**config.mk**
```make
export PLATFORM = sky130hd
export DESIGN_NAME = gmii_mac_tx
export DESIGN_NICKNAME = d
export VERILOG_FILES = /design/src/rtl/gmii_mac_tx.sv
export SDC_FILE = /design/constraint.sdc
export NUM_CORES = 1
export LEC_CHECK = 0
export BUFFER_PORTS_ARGS = -buffer_cell sky130_fd_sc_hd__buf_4
export CAP_MARGIN = 15
export CORE_ASPECT_RATIO = 2
export CORE_MARGIN = 1
export CORE_UTILIZATION = 35
export DETAILED_ROUTE_END_ITERATION = 6
export HOLD_SLACK_MARGIN = 0.06
export SETUP_SLACK_MARGIN = 0.2
export SKIP_CTS_REPAIR_TIMING = 1
export SLEW_MARGIN = 10
export SYNTH_ARGS = -nofsm -noshare
export SYNTH_HDL_FRONTEND = slang
export SYNTH_SLANG_ARGS = --single-unit
```
**constraint.sdc**
```tcl
create_clock -name gmii_tx_clk -period 3.12 [get_ports gmii_tx_clk]
set_input_delay 0.156 -clock gmii_tx_clk [delete_from_list [all_inputs] [get_ports gmii_tx_clk]]
set_output_delay 0.156 -clock gmii_tx_clk [all_outputs]
set_load 0.05 [all_outputs]
```
**src/rtl/gmii_mac_tx.sv**
```systemverilog
// GMII transmit framer: preamble/SFD, payload, CRC-32 FCS, inter-frame gap, tx_er abort on underrun/oversize.
// Define GMII_TX_PAD_EN to zero-pad payloads shorter than 60 bytes before the FCS.
module gmii_mac_tx #(
  parameter int PREAMBLE_LEN = 7,
  parameter int IFG_CYCLES   = 12,
  parameter int MAX_LEN      = 1514
) (
  input  logic       gmii_tx_clk,
  input  logic       reset_n,
  input  logic [7:0] s_data,
  input  logic       s_valid,
  input  logic       s_last,
  output logic       s_ready,
  output logic [7:0] gmii_txd,
  output logic       gmii_tx_en,
  output logic       gmii_tx_er,
  output logic       busy,
  output logic       frame_done,
  output logic       underrun
);

  typedef enum logic [2:0] {
    IDLE,
    PRE,
    SFD,
    DATA,
`ifdef GMII_TX_PAD_EN
    PAD,
`endif
    FCS,
    DROP,
    IFG
  } state_t;

  localparam logic [10:0] PRE_LAST = 11'(PREAMBLE_LEN);
  localparam logic [10:0] IFG_LAST = 11'(IFG_CYCLES - 1);
  localparam logic [10:0] LEN_MAX  = 11'(MAX_LEN);

  state_t      state, state_n;
  logic [10:0] cnt, cnt_n;
  logic [31:0] crc, crc_n, fcs;
  logic [7:0]  txd_n;
  logic        en_n, er_n, done_n, urun_n;

  function automatic logic [31:0] crc_byte(input logic [31:0] c, input logic [7:0] d);
    logic [31:0] r;
    r = c ^ {24'h0, d};
    for (int i = 0; i < 8; i++) r = r[0] ? ((r >> 1) ^ 32'hEDB8_8320) : (r >> 1);
    return r;
  endfunction

  assign fcs     = ~crc;
  assign s_ready = (state == SFD) || (state == DATA) || (state == DROP);
  assign busy    = (state != IDLE);

  // The registered outputs carry what this cycle's state decided, so the wire lags the state by one cycle.
  always_comb begin
    state_n = state;
    cnt_n   = cnt;
    crc_n   = crc;
    txd_n   = 8'h00;
    en_n    = 1'b0;
    er_n    = 1'b0;
    done_n  = 1'b0;
    urun_n  = 1'b0;
    case (state)
      IDLE: begin
        crc_n = 32'hFFFF_FFFF;
        cnt_n = '0;
        if (s_valid) begin
          state_n = PRE;
          txd_n   = 8'h55;
          en_n    = 1'b1;
          cnt_n   = 11'd1;
        end
      end
      PRE: begin
        en_n = 1'b1;
        if (cnt == PRE_LAST) begin
          txd_n   = 8'hD5;
          state_n = SFD;
          cnt_n   = '0;
        end else begin
          txd_n = 8'h55;
          cnt_n = cnt + 11'd1;
        end
      end
      SFD, DATA: begin
        if (!s_valid || cnt == LEN_MAX) begin
          // Abort cycle; an oversize byte carrying s_last needs no DROP phase.
          en_n    = 1'b1;
          er_n    = 1'b1;
          urun_n  = 1'b1;
          cnt_n   = '0;
          state_n = (s_valid && s_last) ? IFG : DROP;
        end else begin
          en_n    = 1'b1;
          txd_n   = s_data;
          crc_n   = crc_byte(crc, s_data);
          cnt_n   = cnt + 11'd1;
          state_n = DATA;
          if (s_last) begin
            state_n = FCS;
            cnt_n   = '0;
`ifdef GMII_TX_PAD_EN
            if (cnt + 11'd1 < 11'd60) begin
              state_n = PAD;
              cnt_n   = cnt + 11'd1;
            end
`endif
          end
        end
      end
`ifdef GMII_TX_PAD_EN
      PAD: begin
        en_n  = 1'b1;
        crc_n = crc_byte(crc, 8'h00);
        if (cnt == 11'd59) begin
          state_n = FCS;
          cnt_n   = '0;
        end else begin
          cnt_n = cnt + 11'd1;
        end
      end
`endif
      FCS: begin
        en_n  = 1'b1;
        txd_n = fcs[{cnt[1:0], 3'b000} +: 8];
        if (cnt[1:0] == 2'd3) begin
          done_n  = 1'b1;
          state_n = IFG;
          cnt_n   = '0;
        end else begin
          cnt_n = cnt + 11'd1;
        end
      end
      DROP: begin
        if (s_valid && s_last) begin
          state_n = IFG;
          cnt_n   = '0;
        end
      end
      IFG: begin
        if (cnt == IFG_LAST) begin
          state_n = IDLE;
          cnt_n   = '0;
        end else begin
          cnt_n = cnt + 11'd1;
        end
      end
      default: state_n = IDLE;
    endcase
  end

  always_ff @(posedge gmii_tx_clk or negedge reset_n) begin
    if (!reset_n) begin
      state      <= IDLE;
      cnt        <= '0;
      crc        <= 32'hFFFF_FFFF;
      gmii_txd   <= 8'h00;
      gmii_tx_en <= 1'b0;
      gmii_tx_er <= 1'b0;
      frame_done <= 1'b0;
      underrun   <= 1'b0;
    end else begin
      state      <= state_n;
      cnt        <= cnt_n;
      crc        <= crc_n;
      gmii_txd   <= txd_n;
      gmii_tx_en <= en_n;
      gmii_tx_er <= er_n;
      frame_done <= done_n;
      underrun   <= urun_n;
    end
  end

endmodule
```
==> out/qor.yml <==
outcome:
  run_status: "complete, no violations"
setup_path:
  critPathRequiredTime_ps: 3320
  slowest_stage: "sky130_fd_sc_hd__o32a_1"
  critical_path.n_buffers_inverters: 0
  critPathCaptureType: "flop"
  worstPathArrival_ps: 2480
  worstSetupStartpointType: "flop"
  crit_type: "reg2reg"
  critical_path.max_stage_delay_ps: 580
  crit_family: "simple AND/OR/NAND/NOR gates"
  cp_cell_sequence: "ha_1 -> nor4b_1 -> nand2_1 -> o32a_1 -> nor2_1 -> o211ai_1"
  path_max_fanout: 16
die:
  placementRows: 52
  coreArea_mm2: 0.0101
  die_h_um: 146
  boundaryPins: 26
  die_area_mm2: 0.0107
  floorplan.initialDensity: 0.358
  floorplan.die.width_um: 73.8
clock_network:
  ctsLongestPathBuffers: 2
  worst_skew_pair.late_latency_ps: 330
  tritoncts: "done"
  cts_root_buffer: "sky130_fd_sc_hd__clkbuf_16"
  htree_num_levels: 3
  numCtsBuffers: 9
  clk_pin_slew_ps: 50
  clkSinkCount: 57
layout:
  nets: 400
  post_route_cells_drive_above_1_share: 0.274
  antenna_cells: 0
  n_fill_cell: 977
  syn2layout_area_growth_pct: 20.3
  share_of_the_core_filled_with_cells_in_the_final_layout: 0.430
  final_common_cell: "sky130_fd_sc_hd__xnor2_1"
  leading_cell_types_in_the_layout_fill_and_taps_excluded: "sky130_fd_sc_hd__xnor2_1 (42), sky130_fd_sc_hd__buf_4 (35), sky130_fd_sc_hd__nand2_1 (34), sky130_fd_sc_hd__dfstp_2 (32), sky130_fd_sc_hd__a21oi_1 (31)"
timing:
  finalHoldViolations: 0
  worst-slew-pin-transition_ps: 735
  max-slew-margin-rel: 0.510
  maxClockFrequency_mhz: 438
  fin_worst_skew_ps: 5.84
  slew_viol_final: 0
  finalSetupTns_ps: 0
  timing.final.crit_period_ps: 2280
  finalCritPeriodShare: 0.731
  rsz0062_at_grt: "no"
  setup_viol: 0
route:
  drt_first_iter_violations: 190
  wirelength_um: 9150
  avgRoutedWirePerCell_um: 17.4
  route.antenna.remaining_nets: 0
  drt_pass_1_iters: 4
  drc_errors: 0
  dr_total_vias: 2768
  via_per_inst: 5.27
logic_synthesis:
  syn_avg_cell_area_um2: 10.0
  synthesis.instances: 360
  syn_area_mm2: 0.00361
  synth_enable_flop_cells: 0
  synth_sequential_area_ratio: 0.407
  async_flop_share: 1.00
  library_cells_used_by_synthesis: 50
  ys_warn_count: 0
  post_synthesis_sequential_element_count: 57
  syn_nets: 375
  synthFlopType: "sky130_fd_sc_hd__dfstp_2"
grt:
  grt_overflow_total: 0
  grt_pass1_vias: 2967
  grt_start_max_net_pins: 58
  groute.usage.overall: 0.191
  number_of_antenna_violations_at_the_first_check_in_global_routing: 0
  first_pass_grt_wire_length_um: 15200
pwr:
  power.ir.vdd_worst_uv: 342
  power_density_mw_per_mm2: 1190
  total_leakage_power_nw: 1.67
placement:
  globalplace.congestion: 0.844
  dp_hpwl_um: 6710
  number_of_input_and_output_port_buffers_inserted: 25
min_path:
  hold_path_class: "in2reg"
flow_run:
  maxcap_viol_count: 0
sequential cells by signal (all words and copies together), names as in the netlist:
signal	cells
gmii_txd	8
crc	32
underrun	1
state	3
frame_done	1
cnt	11
gmii_tx_en	1
where the power goes:
part / internal, mW / switching [mW] / total (mW)
clock: 0.902 / 0.342 / 1.24
combinational: 1.11 / 1.55 / 2.66
sequential: 1.05 / 0.221 / 1.27
total: 3.06 / 2.11 / 5.18
final cells by class:
| cell class | count | area [um^2] | area share |
|---|---|---|---|
| sequential | 57 | 1470 | 0.338 |
| tap | 135 | 169 | 0.0389 |
| multi-input combinational | 276 | 2030 | 0.469 |
| inverter | 5 | 18.8 | 0.00433 |
| clock buffer | 11 | 253 | 0.0583 |
| timing repair buffer | 36 | 273 | 0.0629 |
| clock inverter | 5 | 125 | 0.0289 |
per-stage QoR:
step | hold WS [ps] | power [mW] | cell area (um^2) | setup slack [ps] | cells
2_1_floorplan | -140 | 3.29 | 3610 | 911 | 360
3_3_place_gp | 266 | 3.91 | 3950 | 900 | 508
3_5_place_dp | 270 | 3.94 | 3950 | 865 | 508
4_1_cts | -80.4 | 5.22 | 4330 | 848 | 524
5_1_grt | 62.1 | 5.49 | 4340 | 615 | 525
6_report | 53.9 | 5.18 | 4340 | 839 | 525
cells in the mapped netlist, drive strengths merged, types with 3 or more instances:
cell,count,area share
ha,3,0.010
and2,4,0.0069
clkbuf,15,0.016
xnor2,49,0.15
nor4,3,0.0052
o22ai,4,0.0069
xor2,22,0.063
dfrtp,25,0.17
a21oi,31,0.043
mux4,8,0.051
dfstp,32,0.23
nand3,3,0.0042
inv,5,0.0052
nand2,34,0.035
a31oi,6,0.010
o21ai,18,0.026
nor3,23,0.032
o211ai,8,0.017
nor2,30,0.031
buf,7,0.012
nand2b,4,0.0069
layer usage:
layer,vias to the layer above,track usage,share of wire
met5,-,0,0
li1,1304,-,-
met2,56,0.353,0.58
met1,1378,0.192,0.35
met3,30,0.0388,0.025
met4,0,0.101,0.045
logic make-up (layout without fill, tap and decap cells):
logic type,Yosys count,after routing,synth area share
AND/OR/NAND/NOR,112,112,0.143
XOR/XNOR,72,72,0.215
flip-flops,57,57,0.407
AO/OA/AOI/OAI,80,80,0.138
adder cells (fa/ha/maj),3,3,0.0104
buffers and inverters,27,57,0.0333
multiplexers,9,9,0.0538
worst min-delay path, stage by stage:
cell and delay (ps):
sky130_fd_sc_hd__buf_4 90, sky130_fd_sc_hd__nand2_1 40, sky130_fd_sc_hd__o21ai_0 60
path summary, 6_finish.rpt:
path                            from     endpoint  slack [ps]  depth (start not counted)
hold reg to reg              crc[15]      crc[15]         520                          2
max in group asynchronous    reset_n  gmii_txd[2]        2190                          2
setup reg to reg              cnt[0]       cnt[4]         840                          6
hold / removal             s_data[1]  gmii_txd[1]          50                          3
setup / recovery              cnt[0]       cnt[4]         840                          6
min in group asynchronous    reset_n     underrun         420                          2
Power figures use the tool's default switching activity.
